$ cat src/rtl/instr_issue_unit_if.sv
// ---------------------------------------------------------------------------
// instr_issue_unit_if
// Instruction bus between the issue unit (master) and the processor (slave).
//   opcode      [2:0]  instruction opcode, 000 = no-op
//   in_addr1    [2:0]  first source register (IR[5:3])
//   in_addr2    [2:0]  second source register (IR[2:0])
//   dest_addr   [2:0]  destination register (IR[8:6])
//   branch_addr [5:0]  encoded branch target (IR[5:0])
//   issue_valid        one-cycle strobe per issued instruction
//   branch_flag        processor -> issue unit, 1 = branch taken
//   branch_out  [7:0]  processor -> issue unit, resolved target (low 6 bits used)
// ---------------------------------------------------------------------------
interface instr_issue_unit_if;
  logic [2:0] opcode;
  logic [2:0] in_addr1;
  logic [2:0] in_addr2;
  logic [2:0] dest_addr;
  logic [5:0] branch_addr;
  logic       issue_valid;
  logic       branch_flag;
  logic [7:0] branch_out;

  modport master (
    output opcode, in_addr1, in_addr2, dest_addr, branch_addr, issue_valid,
    input  branch_flag, branch_out
  );

  modport slave (
    input  opcode, in_addr1, in_addr2, dest_addr, branch_addr, issue_valid,
    output branch_flag, branch_out
  );
endinterface

$ cat src/rtl/instr_issue_unit.sv
// ---------------------------------------------------------------------------
// instr_issue_unit
// Instruction fetch/issue sequencer. Holds a loadable program memory and a
// PC, fetches one word at a time, drives the decoded fields to the processor
// and redirects the PC from the processor's branch resolution.
//
// Ports:
//   clk, rst              clock, synchronous active-high reset
//   start, start_pc       begin execution at start_pc (IDLE/HALT only)
//   prog_we/addr/data     program-memory write port (IDLE/HALT only)
//   bus (master)          instruction bus to the processor, see the interface
//   pc                    current program counter
//   busy                  high in FETCH/ISSUE/WAIT_BR
//   halted                high in HALT
//   retire_count          saturating count of issued instructions, only
//                         present when IIU_RETIRE_CNT_EN is defined
//
// Optional feature macro: IIU_RETIRE_CNT_EN
// ---------------------------------------------------------------------------
module instr_issue_unit #(
  parameter int          IMEM_DEPTH = 64,
  parameter int          BR_WAIT    = 2,       // legal 1..7
  parameter logic [11:0] HALT_WORD  = 12'h1C0
) (
  input  logic                          clk,
  input  logic                          rst,
  input  logic                          start,
  input  logic [$clog2(IMEM_DEPTH)-1:0] start_pc,
  input  logic                          prog_we,
  input  logic [$clog2(IMEM_DEPTH)-1:0] prog_addr,
  input  logic [11:0]                   prog_data,
  instr_issue_unit_if.master            bus,
  output logic [$clog2(IMEM_DEPTH)-1:0] pc,
  output logic                          busy,
  output logic                          halted
`ifdef IIU_RETIRE_CNT_EN
  ,
  output logic [15:0]                   retire_count
`endif
);

  localparam int PC_W = $clog2(IMEM_DEPTH);

  typedef enum logic [2:0] {
    S_IDLE,
    S_FETCH,
    S_ISSUE,
    S_WAIT_BR,
    S_HALT
  } state_e;

  state_e            state_q, state_d;
  logic [PC_W-1:0]   pc_q, pc_d;
  logic [11:0]       ir_q, ir_d;
  logic [11:0]       out_ir_q, out_ir_d;   // word currently presented on the bus
  logic              valid_q, valid_d;
  logic [2:0]        wcnt_q, wcnt_d;
  logic              busy_q, busy_d;
  logic              halted_q, halted_d;

  logic [11:0]       imem [IMEM_DEPTH];
  logic [11:0]       rd_word;
  logic              ctl_ok;
  logic              start_ok;
  logic              mem_we;
  logic              unused_br_hi;

  // Loading and starting are only accepted while the sequencer is parked.
  assign ctl_ok   = (state_q == S_IDLE) || (state_q == S_HALT);
  assign start_ok = start && ctl_ok;
  assign mem_we   = prog_we && ctl_ok;
  assign rd_word  = imem[pc_q];

  // Only the low PC_W bits of the processor's branch target are meaningful.
  assign unused_br_hi = ^bus.branch_out[7:PC_W];

  // NOTE: the program memory has no reset so it maps onto plain RAM; its
  // contents survive rst and must be loaded before use.
  always_ff @(posedge clk) begin
    if (mem_we) imem[prog_addr] <= prog_data;
  end

  always_comb begin
    // NOTE: every _d gets a default first so no path leaves it unassigned,
    // which would otherwise infer a latch.
    state_d  = state_q;
    pc_d     = pc_q;
    ir_d     = ir_q;
    out_ir_d = out_ir_q;
    valid_d  = 1'b0;
    wcnt_d   = wcnt_q;

    unique case (state_q)
      S_IDLE, S_HALT: begin
        if (start_ok) begin
          pc_d    = start_pc;
          state_d = S_FETCH;
        end
      end

      S_FETCH: begin
        // Outputs are registered, so the bus word is decided here together
        // with IR; a halt word is never presented.
        ir_d    = rd_word;
        state_d = S_ISSUE;
        if (rd_word != HALT_WORD) begin
          out_ir_d = rd_word;
          valid_d  = 1'b1;
        end
      end

      S_ISSUE: begin
        if (ir_q == HALT_WORD) begin
          state_d = S_HALT;
        end else if (ir_q[11:9] == 3'b111) begin
          wcnt_d  = 3'(BR_WAIT);
          state_d = S_WAIT_BR;
        end else begin
          pc_d     = pc_q + PC_W'(1);
          out_ir_d = '0;
          state_d  = S_FETCH;
        end
      end

      S_WAIT_BR: begin
        wcnt_d = wcnt_q - 3'd1;
        if (wcnt_q == 3'd1) begin
          pc_d     = bus.branch_flag ? bus.branch_out[PC_W-1:0] : pc_q + PC_W'(1);
          out_ir_d = '0;
          state_d  = S_FETCH;
        end
      end

      default: state_d = S_IDLE;
    endcase

    busy_d   = (state_d == S_FETCH) || (state_d == S_ISSUE) || (state_d == S_WAIT_BR);
    halted_d = (state_d == S_HALT);
  end

  // NOTE: sequential state uses non-blocking assignments so every flop
  // samples values from before the edge, independent of statement order.
  always_ff @(posedge clk) begin
    if (rst) begin
      state_q  <= S_IDLE;
      pc_q     <= '0;
      ir_q     <= '0;
      out_ir_q <= '0;
      valid_q  <= 1'b0;
      wcnt_q   <= '0;
      busy_q   <= 1'b0;
      halted_q <= 1'b0;
    end else begin
      state_q  <= state_d;
      pc_q     <= pc_d;
      ir_q     <= ir_d;
      out_ir_q <= out_ir_d;
      valid_q  <= valid_d;
      wcnt_q   <= wcnt_d;
      busy_q   <= busy_d;
      halted_q <= halted_d;
    end
  end

  assign bus.opcode      = out_ir_q[11:9];
  assign bus.dest_addr   = out_ir_q[8:6];
  assign bus.in_addr1    = out_ir_q[5:3];
  assign bus.in_addr2    = out_ir_q[2:0];
  assign bus.branch_addr = out_ir_q[5:0];
  assign bus.issue_valid = valid_q;
  assign pc              = pc_q;
  assign busy            = busy_q;
  assign halted          = halted_q;

`ifdef IIU_RETIRE_CNT_EN
  logic [15:0] retire_q, retire_d;

  always_comb begin
    retire_d = retire_q;
    if (start_ok)                            retire_d = '0;
    else if (valid_q && retire_q != 16'hFFFF) retire_d = retire_q + 16'd1;
  end

  always_ff @(posedge clk) begin
    if (rst) retire_q <= '0;
    else     retire_q <= retire_d;
  end

  assign retire_count = retire_q;
`endif

endmodule

$ cat src/flat_wrapper.sv
// flat-port wrapper written by rule: the top's interface ports become plain ports
module instr_issue_unit_flat 
#(
  parameter int          IMEM_DEPTH = 64,
  parameter int          BR_WAIT    = 2,                    
  parameter logic [11:0] HALT_WORD  = 12'h1C0
)
  (clk, rst, start, start_pc, prog_we, prog_addr, prog_data, pc, busy, halted, bus_opcode, bus_in_addr1, bus_in_addr2, bus_dest_addr, bus_branch_addr, bus_issue_valid, bus_branch_flag, bus_branch_out);
  instr_issue_unit_if bus_i ();
  input  logic clk;
  input  logic rst;
  input  logic start;
  input  logic [$clog2(IMEM_DEPTH)-1:0] start_pc;
  input  logic prog_we;
  input  logic [$clog2(IMEM_DEPTH)-1:0] prog_addr;
  input  logic [11:0] prog_data;
  output logic [$clog2(IMEM_DEPTH)-1:0] pc;
  output logic busy;
  output logic halted;
  output wire logic [$bits(bus_i.opcode)-1:0] bus_opcode;
  output wire logic [$bits(bus_i.in_addr1)-1:0] bus_in_addr1;
  output wire logic [$bits(bus_i.in_addr2)-1:0] bus_in_addr2;
  output wire logic [$bits(bus_i.dest_addr)-1:0] bus_dest_addr;
  output wire logic [$bits(bus_i.branch_addr)-1:0] bus_branch_addr;
  output wire logic [$bits(bus_i.issue_valid)-1:0] bus_issue_valid;
  input wire logic [$bits(bus_i.branch_flag)-1:0] bus_branch_flag;
  input wire logic [$bits(bus_i.branch_out)-1:0] bus_branch_out;
  assign bus_opcode = bus_i.opcode;
  assign bus_in_addr1 = bus_i.in_addr1;
  assign bus_in_addr2 = bus_i.in_addr2;
  assign bus_dest_addr = bus_i.dest_addr;
  assign bus_branch_addr = bus_i.branch_addr;
  assign bus_issue_valid = bus_i.issue_valid;
  assign bus_i.branch_flag = bus_branch_flag;
  assign bus_i.branch_out = bus_branch_out;
  instr_issue_unit #(.IMEM_DEPTH(IMEM_DEPTH), .BR_WAIT(BR_WAIT), .HALT_WORD(HALT_WORD)) u_core (.clk(clk), .rst(rst), .start(start), .start_pc(start_pc), .prog_we(prog_we), .prog_addr(prog_addr), .prog_data(prog_data), .bus(bus_i), .pc(pc), .busy(busy), .halted(halted));
endmodule
$ cat config.mk
export PLATFORM = sky130hd
export DESIGN_NAME = instr_issue_unit_flat
export DESIGN_NICKNAME = d
export VERILOG_FILES = /design/src/rtl/instr_issue_unit_if.sv /design/src/rtl/instr_issue_unit.sv /design/src/flat_wrapper.sv
export SDC_FILE = /design/constraint.sdc
export NUM_CORES = 1
export LEC_CHECK = 0
export CAP_MARGIN = 10
export CORE_MARGIN = 5
export CORE_UTILIZATION = 40
export DETAILED_ROUTE_END_ITERATION = 12
export PLACE_DENSITY = 0.56
export SLEW_MARGIN = 20
export SYNTH_ARGS = -nofsm -noshare
export SYNTH_HDL_FRONTEND = slang
export SYNTH_SLANG_ARGS = --single-unit
$ cat constraint.sdc
create_clock -name clk -period 3.7 [get_ports clk]
set_clock_uncertainty 0.2 [all_clocks]
set_input_delay 0.74 -clock clk [delete_from_list [all_inputs] [get_ports clk]]
set_output_delay 0.74 -clock clk [all_outputs]
set_load 0.05 [all_outputs]
==> results.cfg <==
[synthesis]
synth_edf_count = 768
syn-cell-area_mm2 = 0.0315
synth_cells = 1561
synth_area_per_cell_um2 = 20.2
ys_async_sr_fraction_pct = 0
yosysTopAreaCell = edfxtp_1
ys_ff_latch = 813
synth.distinct_cells = 59
yosysTopAreaCellShare_pct = 73.2
ys_top_cells_by_area = edfxtp_1 73%, mux4_2 14%, dfxtp_1 2.9%
yosysWarningCount = 0
ys_seq_area_share_pct = 76.1
ys.flop_type = edfxtp_1
synth_fp_nets = 1601

[power_and_ir_drop]
power_leakage_nw = 12.4
p_per_area_mw_per_mm2 = 537
intPower_mw = 15.9
vdd_ir_drop_max_uv = 473
p_seq_share_pct = 49.7
p_clk_share_pct = 40.6
p_switching_mw = 4.61
pwr-share-comb_pct = 9.7
switching_share_pct = 22.5

[sta]
fin_crit_sh_pct = 102
rsz0062_at_grt = yes
slew_headroom_pct = 30.0
max_freq_ghz = 0.264
hold_viol_final = 0
finalSetupViolations = 12
drv_slew = 0
setup_ws_ps = -88.9
period_minus_slack_ps = 3790
worst-slew-pin-transition_ps = 1050
finalSetupTns_ps = -796

[drt]
num_vias = 16704
drt-total-wl_um = 83200
drc_errors = 0
drt_pre_antenna_iters = 5
first_iter_violations = 1542
routed_via_density = 5.58
drtAntennaViolNets = 0
wl_per_cell_um = 27.8

[global_routing]
overflow = 0
grt_pass1_vias = 17417
grt_pass1_wl_um = 121000
track_usage_pct = 19.5
antenna_found_initial = 6
grt_max_degree = 65

[setup_path]
crit_path_end_kind = flop
r2r_setup_slack_ps = -90
critical_path_class = flop to flop
r2r-end = u_core.out_ir_q[6]$_SDFFE_PP0P_
path_buf_inv = 5
critPathLaunchType = flop
cp_cell_sequence = buf_6 > buf_12 > buf_12 > mux4_2 > a22oi_2 > buf_4 > nand4_1 > a211oi_2 > buf_4 > o22ai_4 > or4_4 > o31ai_4 > a22o_4 > a22o_1
cp_max_fo = 7
crit_family = compound AO/OA/AOI/OAI gates
cp.arrival_ps = 4150
slowest_stage = or4_4
cp.required_ps = 4060
rr_worst_depth = 14
max_stage_delay_ps = 560

[cells_and_area]
area_growth_pct = 21.2
fillers = 6370
seqCellArea_mm2 = 0.0240
multiInputGateArea_mm2 = 0.00718
final_nets = 1932
final_core_utilization_pct = 49.1
drive_above_1_share_pct = 32.2

[cts]
cts_max_path_buffers = 3
cts-root-buf = clkbuf_16
cts_sinks = 813
htree_levels = 3
path_clk_slew_ps = 60
clk_latency_ps = 640
cts_buffers = 83
cts_tree = done
hold_buffers = 0

[placed_design]
post-dp-hpwl_um = 53600
io_buffers = 61
gp_congestion = 0.831

[die]
fp-row-count = 102
ios = 64
die_area_mm2 = 0.0844
die_h_um = 291
core_mm2 = 0.0777
start_util_pct = 40.5
die_w_um = 291

[run]
drv_cap = 0

[status]
failed_checks = negative setup slack
status = finished, violations left

[worst_hold_path]
min_from = u_core.out_ir_q[9]$_SDFFE_PP0P_
min_path_cells = 1
min_path_type = flop to flop
whs_endpoint = u_core.out_ir_q[9]$_SDFFE_PP0P_
registers in the layout, indices dropped and copies added, names as in the netlist, named ones only:
register                cells
u_core.wcnt_q               3
u_core.ir_q                12
u_core.busy                 1
u_core.out_ir_q            12
u_core.bus.issue_valid      1
u_core.state_q              3
u_core.imem               768
u_core.pc                   6
u_core.halted               1
synthesized netlist by cell type (all sizes together) (6+ instances only):
master / n
a211oi: 7
a21o: 6
a21oi: 27
a22o: 13
a22oi: 32
a31oi: 7
and3: 6
buf: 54
clkbuf: 35
dfxtp: 45
edfxtp: 768
inv: 9
mux2i: 43
mux4: 192
nand2: 68
nand3: 26
nor2: 112
nor2b: 13
nor3: 10
o21ai: 12
worst max-delay path by stage:
stage	startpoint	end	slack [ps]	cells past startpoint
2_1_floorplan	flop	u_core.out_ir_q[1]$_SDFFE_PP0P_	150	14
3_3_place_gp	flop	u_core.out_ir_q[1]$_SDFFE_PP0P_	-560	10
3_5_place_dp	flop	u_core.out_ir_q[6]$_SDFFE_PP0P_	-560	10
4_1_cts	flop	u_core.out_ir_q[6]$_SDFFE_PP0P_	-70	12
5_1_grt	flop	u_core.out_ir_q[6]$_SDFFE_PP0P_	-170	13
6_report	flop	u_core.out_ir_q[6]$_SDFFE_PP0P_	-90	14
layout by cell type (no fill, tap or decap), types with 5 or more instances in the layout:
master           count
a211oi_1             5
a21o_1               6
a21oi_1             26
a22o_1              12
a22oi_1             29
a31oi_1              7
and3_1               5
buf_12              28
buf_2               11
buf_4              239
buf_6                6
bufinv_16            9
clkbuf_1            16
clkbuf_16           85
clkdlybuf4s50_1     49
clkinv_1            14
clkinv_2            14
dfxtp_1             42
edfxtp_1           768
inv_1                8
mux2i_1             41
mux4_2             192
nand2_1             67
nand3_1             25
nor2_1             111
nor2b_1             13
nor3_1              10
o21ai_0             12
stage by stage:
| stage | std cells | hold slack (ps) | area, um2 | power, mW | setup slack [ps] |
|---|---|---|---|---|---|
| after floorplan | 1561 | 227 | 31500 | 11.3 | 150 |
| after global placement | 2830 | 244 | 35000 | 12.2 | -562 |
| after detailed placement | 2830 | 250 | 35000 | 12.3 | -560 |
| after CTS | 2993 | 263 | 38100 | 20.6 | -74.5 |
| after global routing | 2993 | 280 | 38200 | 21.2 | -175 |
| final | 2994 | 262 | 38200 | 20.5 | -88.9 |
layer usage:
layer,wire length (um),track usage [%],vias to the layer above
met5,13,0,-
met4,2030,4.84,2
met1,34100,26.6,8874
met3,6220,4.82,117
met2,40800,31.9,599
li1,-,-,7112
layout make-up:
cell class              instances  share of cell area (%)
flip-flops and latches        813                    62.8
multi-input cells             650                    18.8
repair buffers                334                    7.85
clock buffers                 103                    5.80
well taps                    1040                    3.41
clock inverters                43                    1.21
inverters                      10                  0.0984
diodes                          1                 0.00656
power groups by stage:
stage,registers [mW],clock network (mW),logic [mW]
final,10.2,8.32,1.98
after global routing,10.2,8.89,2.10
after CTS,10.2,8.49,1.98
after detailed placement,10.4,0,1.86
after global placement,10.4,0,1.84
after floorplan,10.4,0,0.888
logic make-up after synthesis:
logic type	share of synthesized area (%)
buffers and inverters	1.57
DFF	76.1
adders and majority gates	0.119
muxes	15.2
AOI/OAI and AO/OA	3.24
and+or+nand+nor	3.76
repair_timing:
item,CTS,global route
setup buffers,17,0
cloned,2,0
endpoints found under the setup margin,13,13
gates resized for setup,27,10
pin swaps,11,5
Power figures use the tool's default switching activity.
